File: src/rtl/eth_tx_pkg.sv
// Shared types for the Ethernet transmit arbiter: FSM states, sender
// identifiers and the round-robin selection rule.
package eth_tx_pkg;

  typedef enum logic [2:0] {
    IDLE,
    START,
    SEND,
    DRAIN,
    IFG
  } tx_arb_state_t;

  typedef enum logic {
    SRC_ARP,
    SRC_UDP
  } tx_src_t;

  // Pick the next sender: a lone requester wins outright, a tie goes to
  // whichever sender was not granted last.
  function automatic tx_src_t pick_src(input logic arp_pend, input logic udp_pend,
                                       input tx_src_t last);
    if (arp_pend && udp_pend) begin
      return (last == SRC_ARP) ? SRC_UDP : SRC_ARP;
    end else if (arp_pend) begin
      return SRC_ARP;
    end else begin
      return SRC_UDP;
    end
  endfunction

endpackage

File: src/rtl/eth_tx_arbiter.sv
// Shares the MII transmit byte stream between the ARP and UDP senders.
// Latches requests, grants one sender per frame with a start pulse,
// forwards its bytes with one cycle of latency, enforces the inter-frame
// gap and recovers from senders that never start or never stop.
module eth_tx_arbiter
  import eth_tx_pkg::*;
#(
  parameter int IFG_CYCLES       = 12,
  parameter int START_TIMEOUT    = 64,
  parameter int MAX_FRAME_CYCLES = 1530,
  parameter int CNT_W            = 16
) (
  input  logic             clk,
  input  logic             rst_n,
  input  logic             i_arp_req,
  input  logic             i_udp_req,
  output logic             o_arp_enable,
  output logic             o_udp_enable,
  input  logic [7:0]       i_arp_tx_data,
  input  logic             i_arp_tx_en,
  input  logic [7:0]       i_udp_tx_data,
  input  logic             i_udp_tx_en,
  output logic [7:0]       o_tx_data,
  output logic             o_tx_en,
  output logic             o_busy,
  output logic             o_arp_done,
  output logic             o_udp_done,
  output logic             o_timeout,
  output logic [CNT_W-1:0] o_frame_count
);

  // One shared timer serves the start timeout, the frame length limit and
  // the inter-frame gap, so it is sized for the largest of the three.
  localparam int TMR_MAX =
    (MAX_FRAME_CYCLES > START_TIMEOUT)
      ? ((MAX_FRAME_CYCLES > IFG_CYCLES) ? MAX_FRAME_CYCLES : IFG_CYCLES)
      : ((START_TIMEOUT > IFG_CYCLES) ? START_TIMEOUT : IFG_CYCLES);
  localparam int TMR_W = $clog2(TMR_MAX + 1);

  typedef logic [TMR_W-1:0] tmr_t;

  tx_arb_state_t state;
  tx_src_t       src;        // current grant, doubles as last-grant for round-robin
  logic          arp_pend;
  logic          udp_pend;
  tmr_t          timer;

  logic          sel_tx_en;
  logic [7:0]    sel_tx_data;
  logic          grant;
  tx_src_t       next_src;
  logic          grant_arp;
  logic          grant_udp;

  // Granted-sender mux and the IDLE grant decision
  always_comb begin
    // NOTE: every always_comb output gets a value on every path, otherwise
    // synthesis infers a latch to hold the old value.
    sel_tx_en   = (src == SRC_ARP) ? i_arp_tx_en : i_udp_tx_en;
    sel_tx_data = (src == SRC_ARP) ? i_arp_tx_data : i_udp_tx_data;
    grant       = (state == IDLE) && (arp_pend || udp_pend);
    next_src    = pick_src(arp_pend, udp_pend, src);
    grant_arp   = grant && (next_src == SRC_ARP);
    grant_udp   = grant && (next_src == SRC_UDP);
  end

  // Request latches: a request in the cycle its bit is consumed survives
  always_ff @(posedge clk or negedge rst_n) begin
    if (!rst_n) begin
      arp_pend <= 1'b0;
      udp_pend <= 1'b0;
    end else begin
      // NOTE: non-blocking assignments in clocked logic so every register
      // samples pre-edge values regardless of statement order.
      arp_pend <= i_arp_req | (arp_pend & ~grant_arp);
      udp_pend <= i_udp_req | (udp_pend & ~grant_udp);
    end
  end

  // Arbitration FSM with registered pulses and PHY outputs
  always_ff @(posedge clk or negedge rst_n) begin
    if (!rst_n) begin
      state         <= IDLE;
      src           <= SRC_UDP;
      timer         <= '0;
      o_arp_enable  <= 1'b0;
      o_udp_enable  <= 1'b0;
      o_arp_done    <= 1'b0;
      o_udp_done    <= 1'b0;
      o_timeout     <= 1'b0;
      o_tx_en       <= 1'b0;
      o_tx_data     <= 8'h00;
      o_frame_count <= '0;
    end else begin
      // Pulses and the PHY bus idle low unless a state below drives them.
      o_arp_enable <= 1'b0;
      o_udp_enable <= 1'b0;
      o_arp_done   <= 1'b0;
      o_udp_done   <= 1'b0;
      o_timeout    <= 1'b0;
      o_tx_en      <= 1'b0;
      o_tx_data    <= 8'h00;

      case (state)
        IDLE: begin
          if (grant) begin
            src          <= next_src;
            o_arp_enable <= grant_arp;
            o_udp_enable <= grant_udp;
            timer        <= '0;
            state        <= START;
          end
        end

        START: begin
          // The first valid byte is forwarded here so none is lost.
          if (sel_tx_en) begin
            o_tx_en   <= 1'b1;
            o_tx_data <= sel_tx_data;
            timer     <= tmr_t'(1);
            state     <= SEND;
          end else if (timer == tmr_t'(START_TIMEOUT - 1)) begin
            o_timeout <= 1'b1;
            timer     <= tmr_t'(IFG_CYCLES);
            state     <= IFG;
          end else begin
            timer <= timer + tmr_t'(1);
          end
        end

        SEND: begin
          // timer counts bytes already forwarded in this frame.
          if (!sel_tx_en) begin
            o_arp_done    <= (src == SRC_ARP);
            o_udp_done    <= (src == SRC_UDP);
            o_frame_count <= o_frame_count + CNT_W'(1);
            timer         <= tmr_t'(IFG_CYCLES);
            state         <= IFG;
          end else if (timer == tmr_t'(MAX_FRAME_CYCLES)) begin
            o_timeout <= 1'b1;
            state     <= DRAIN;
          end else begin
            o_tx_en   <= 1'b1;
            o_tx_data <= sel_tx_data;
            timer     <= timer + tmr_t'(1);
          end
        end

        DRAIN: begin
          if (!sel_tx_en) begin
            timer <= tmr_t'(IFG_CYCLES);
            state <= IFG;
          end
        end

        IFG: begin
          timer <= timer - tmr_t'(1);
          if (timer <= tmr_t'(1)) begin
            state <= IDLE;
          end
        end

        default: state <= IDLE;
      endcase
    end
  end

  assign o_busy = (state != IDLE);

endmodule
File: config.mk
export PLATFORM = sky130hd
export DESIGN_NAME = eth_tx_arbiter
export DESIGN_NICKNAME = d
export VERILOG_FILES = /design/src/rtl/eth_tx_pkg.sv /design/src/rtl/eth_tx_arbiter.sv
export SDC_FILE = /design/constraint.sdc
export NUM_CORES = 1
export LEC_CHECK = 0
export CAP_MARGIN = 20
export CORE_MARGIN = 3
export CORE_UTILIZATION = 51
export DETAILED_ROUTE_END_ITERATION = 16
export PLACE_DENSITY_LB_ADDON = 0.12
export SLEW_MARGIN = 20
export SYNTH_ARGS = -nofsm -noshare
export SYNTH_HDL_FRONTEND = slang
export SYNTH_SLANG_ARGS = --single-unit
File: constraint.sdc
create_clock -name clk -period 2.7 [get_ports clk]
set_input_delay 0.54 -clock clk [delete_from_list [all_inputs] [get_ports clk]]
set_output_delay 0.54 -clock clk [all_outputs]
set_load 0.01 [all_outputs]
* Word-level counts from Yosys, hierarchy flattened *
Index checks and enable logic that the tools add are counted.

word-level totals
  register bits after elaboration = 47
  input bits = 22
  output and inout bits = 31
  word-level logic and storage cells = 91

operators by class
  $add $sub $neg = 3
  $lt $le $gt $ge = 1
  equal/unequal tests = 12
  mux-type cells = 41
  bitwise gates (word level) = 9
  reductions and logical operators = 12

operator list
  operator                                               number
  2-to-1 mux 11 bit                                      6
  case mux 11 bit (5 select lines)                       1
  2-to-1 mux 8 bit                                       4
  2-to-1 mux 3 bit                                       7
  2-to-1 mux 1 bit                                       19
  adder 16 x 1 -> 16 bit (second input constant)         1
  case mux 8 bit (2 select lines)                        1
  case mux 3 bit (5 select lines)                        1
  adder 11 x 1 -> 11 bit (second input constant)         1
  == test 11 bit (second input constant)                 1
  == test 11 x 6 -> 1 bit (second input constant)        1
  <= comparator 11 x 1 -> 1 bit (second input constant)  1
  subtractor 11 x 1 -> 11 bit (second input constant)    1
  inequality test 3 bit (second input constant)          3
  == test 3 x 2 -> 1 bit (second input constant)         2
  inequality test 2 bit (second input constant)          3
  inverter 1 bit                                         5
  AND reduction 5 bit                                    1
  nonzero test 5 bit                                     1
  logical AND 1 bit                                      4
  case mux 1 bit (2 select lines)                        2
  AND reduction 2 bit                                    2
  AND reduction 4 bit                                    1
  == test 3 x 1 -> 1 bit (second input constant)         1
  6 further kinds                                        8

* Logic depth before layout (Yosys ltp) *
  depth in word-level cells = 7
  mapped depth = 8

* Least setup slack after synthesis *
OpenSTA, ideal clock, no wires.

  path kind = register to register
  start = register src
  end = register timer[10]
  setup time = 147 ps
  arrival time = 1,926 ps
  required time = 2,553 ps
  setup slack = 627 ps
  stages on the path, launching flop included = 8
  buffers on the path = 2
  path through = dfstp_2 buf_6 mux2_4 and2_4 a221o_2 buf_2 a2bb2oi_1 o311ai_0

on the way
  cells in the longest elaborated chain, start to end = 3
  elaborated cells between the ends (all ways) = 7
  classes of those cells = eq/ne: 2; mux: 4; reduce/logical: 1

ends and longest elaborated chain
  item                                                                            RTL line               text
  start: declaration                                                              eth_tx_arbiter.sv:43   tx_src_t src;
  start signal: assignment                                                        eth_tx_arbiter.sv:107  src <= next_src;
  2-to-1 mux 1 bit *                                                              eth_tx_arbiter.sv:59   sel_tx_en = (src == SRC_ARP) ? i_arp_tx_en : i_udp_tx_en;
  2-to-1 mux 11 bit, or another cell as far along                                 eth_tx_arbiter.sv:133  if (!sel_tx_en) begin
  case mux 11 bit (5 select lines) / AND reduction 4 bit (equally long branches)  --
  end signal: assignment                                                          eth_tx_arbiter.sv:120  timer <= tmr_t'(1);
  end signal: assignment                                                          eth_tx_arbiter.sv:137  timer <= tmr_t'(IFG_CYCLES);
  end signal: assignment                                                          eth_tx_arbiter.sv:145  timer <= timer + tmr_t'(1);
  end: declaration                                                                eth_tx_arbiter.sv:46   tmr_t timer;

Mark *: on every way between the ends. The rest lies on a longest branch, timed or not.
A chain may end at the register's enable or synchronous reset.

* Final worst setup path *
  start = register state[1]
  end = output o_busy

on the way
  cells in the longest elaborated chain, start to end = 1

ends and longest elaborated chain
  item                      RTL line               text
  start: declaration        eth_tx_arbiter.sv:42   tx_arb_state_t state;
  start signal: assignment  eth_tx_arbiter.sv:83   state <= IDLE;
  start signal: assignment  eth_tx_arbiter.sv:111  state <= START;
  start signal: assignment  eth_tx_arbiter.sv:121  state <= SEND;
  nonzero test 3 bit        eth_tx_arbiter.sv:168  assign o_busy = (state != IDLE);
  end: declaration          eth_tx_arbiter.sv:25   output logic o_busy,

No other way between the ends.

==> flow_metrics.tcl <==
set metrics [dict create \
    status "completed" \
    setup_viol 0 \
    start_util_pct 54.2 \
    hold_viol 0 \
    std_cell_rows 25 \
    route.detailed.wl_per_inst_um 15.5 \
    layout_commonest_cell "clkdlybuf4s50_1" \
    synthArstFlopShare_pct 100 \
    synthAdderAreaFrac_pct 2.38 \
    cap_viol_max_count 0 \
    crit_fanout 13 \
    worst_pin_slew_ns 0.915 \
    overflow 0 \
    synthMuxAreaShare_pct 4.43 \
    yosysUniqueCellTypes 58 \
    finalCritPeriodShare_pct 94.5 \
    syn-instance-count 275 \
    ant_nets 0 \
    cp.required_ns 2.16 \
    htreeDepth 2 \
    max_freq_mhz 392 \
    ctsHoldBuffers 0 \
    crit_arrival_ns 2.01 \
    vias 2286 \
    clock_sinks 47 \
    cts_root_buf "clkbuf_8" \
    cp-start-kind "flip-flop" \
    relSlewSlack_pct 39.0 \
    drt-total-wl_um 6150 \
    ios 53 \
    synth_xor_area_share_pct 6.00 \
    ctsResizeCount 0 \
    grt_pass1_wl_um 10300 \
    grt_pass1_vias 2133 \
    worst_hold_slack_ns 0.353 \
    synth_compound_area_share_pct 15.8 \
    synth_top_family_by_area "simple AND/OR/NAND/NOR gates" \
    ir_drop_uv 589 \
    synth_enable_flop_cells 0 \
    combPwrFrac_pct 48.1 \
    fin_crit_ns 2.55 \
    rr_worst_depth 7 \
    core_sq_um 4850 \
    grt_max_degree 44 \
    cts_tree "done" \
    final_cell_mix "clkdlybuf4s50_1, dfrtp_1, nor2_1" \
    syn_nets 302 \
    p_leak_uw 0.00146 \
    vias_per_cell 5.76 \
    port_buffers 52 \
    finish.instance_area_sq_um 3350 \
    syn_area_sq_um 2630 \
    area_growth_pct 27.6 \
    dp_hpwl_um 4620 \
    fin_util_pct 69.1 \
    dpl_cell_area_sq_um 3220 \
    place.gp.congestion 0.875 \
    grtUsageTotal_pct 21.5 \
    die_area_sq_um 6050 \
    ys_ff_latch 47 \
    chipWidth_um 77.8 \
    route.detailed.drc 0 \
    rsz0062_at_grt "no" \
    drive_gt1_share_pct 9.39 \
    numCtsBuffers 5 \
    yosysWarnings 0 \
    p_per_area_nw_per_um2 995 \
    fin_skew_ns 0.0127 \
    hold_path.class "primary input to async pin" \
    drt_iter0_markers 113 \
    clk_latency_ns 0.31 \
    crit_path_end_kind "output port" \
    tns_ns 0 \
    slew_violations 0 \
    synth.avg_cell_area_sq_um 9.55 \
    die_h_um 77.8 \
    ys.flop_type "dfrtp_1" \
    internal-power_uw 2000 \
    synthSimpleGateAreaFrac_pct 23.2 \
    post_cts_buffers 0 \
    clk_pin_slew_worst_paths_ns 0.10 \
    diodes 0 \
    first_pass_iters 4 \
    seqPwrFrac_pct 33.6 \
    setup.worst_path.class "flip-flop to output port" \
    clockBufferDepth 2 \
    antenna_found_initial 0 \
    p_clk_share_pct 18.3 \
    yosysSeqAreaShare_pct 44.8 \
    fin_nets 356 \
    p_switching_uw 1340 \
    switching_share_pct 40.1 \
]
==> power by group through the flow <==
stage	sequential [uW]	clock, uW	combinational (uW)
6_report	1120	612	1600
5_1_grt	1160	660	1770
4_1_cts	1120	622	1590
3_5_place_dp	1130	0	1590
3_3_place_gp	1120	0	1570
2_1_floorplan	1050	0	1150
==> per-stage QoR <==
stage / setup WS (ns) / std cells / total power (uW)
2_1_floorplan: 0.627 / 275 / 2200
3_3_place_gp: 0.136 / 389 / 2690
3_5_place_dp: 0.0681 / 389 / 2720
4_1_cts: 0.148 / 397 / 3330
5_1_grt: 0.00990 / 397 / 3590
6_report: 0.148 / 397 / 3340
==> routing by layer <==
layer | up-vias | global-route usage, % | wire length [um]
met5 | - | 0 | 0
met4 | 0 | 8.36 | 143
met2 | 80 | 33.6 | 3020
li1 | 1107 | - | -
met1 | 1083 | 28.9 | 2640
met3 | 16 | 4.99 | 341
==> sequential cells by signal (all words and copies together), names as in the netlist <==
signal,cells
src,1
o_frame_count,16
o_udp_done,1
o_arp_enable,1
o_timeout,1
o_arp_done,1
arp_pend,1
o_tx_en,1
udp_pend,1
o_udp_enable,1
state,3
timer,11
o_tx_data,8
==> critical path, stage by stage (launching register included) <==
cell and delay, ns:
dfrtp_1 0.50, or2_2 0.45, nor2_1 0.15, inv_1 0.11
clkdlybuf4s50_1 0.49
==> layout make-up <==
cell class | count | area [sq um]
flip-flops and latches | 47 | 1180
multi-input cells | 209 | 1360
clock inverters | 3 | 67.6
inverters | 7 | 26.3
repair buffers | 59 | 568
well taps | 67 | 83.8
fillers | 403 | 1500
clock buffers | 5 | 68.8
==> cells by family (layout without fill, tap and decap cells) <==
logic type,count (synthesis),count (layout)
AND/OR/NAND/NOR,114,114
AO/OA/AOI/OAI,61,61
flip-flops,47,47
buffers and inverters,19,74
XOR/XNOR,18,18
multiplexers,11,11
adder cells (fa/ha/maj),5,5
==> final timing paths <==
| path | from | slack [ns] | endpoint |
|---|---|---|---|
| worst max register to register | timer[0] | 0.41 | timer[5] |
| max in group asynchronous | rst_n | 1.71 | o_tx_data[2] |
| worst min-delay path | rst_n | 0.35 | o_frame_count[2] |
| min in group clk | o_frame_count[15] | 0.47 | o_frame_count[15] |
| worst min register to register | o_frame_count[15] | 0.47 | o_frame_count[15] |
| worst max-delay path | state[1] | 0.15 | o_busy |
==> synth_stat cells, types with 2 or more instances <==
cell | count | area, sq um
dfrtp_1 | 46 | 1150
nor2_1 | 29 | 109
nand2_1 | 26 | 97.6
o21ai_0 | 15 | 75.1
a21oi_1 | 14 | 70.1
xnor2_1 | 13 | 114
mux2i_1 | 9 | 90.1
nand3_1 | 9 | 45.0
and3_1 | 7 | 43.8
inv_1 | 6 | 22.5
nand4_1 | 6 | 37.5
nor3_1 | 6 | 30.0
a21o_1 | 5 | 37.5
buf_2 | 5 | 25.0
clkbuf_1 | 5 | 18.8
ha_1 | 5 | 62.6
nor4_1 | 5 | 31.3
xor2_1 | 5 | 43.8
a31oi_1 | 4 | 25.0
and2_1 | 4 | 25.0
a211oi_1 | 3 | 22.5
a221o_1 | 3 | 30.0
and4_1 | 3 | 26.3
o41ai_1 | 3 | 26.3
nand2b_1 | 2 | 12.5
nand3b_1 | 2 | 15.0
nor3b_1 | 2 | 15.0
o211ai_1 | 2 | 15.0
o311ai_0 | 2 | 17.5
Power figures use the tool's default switching activity.
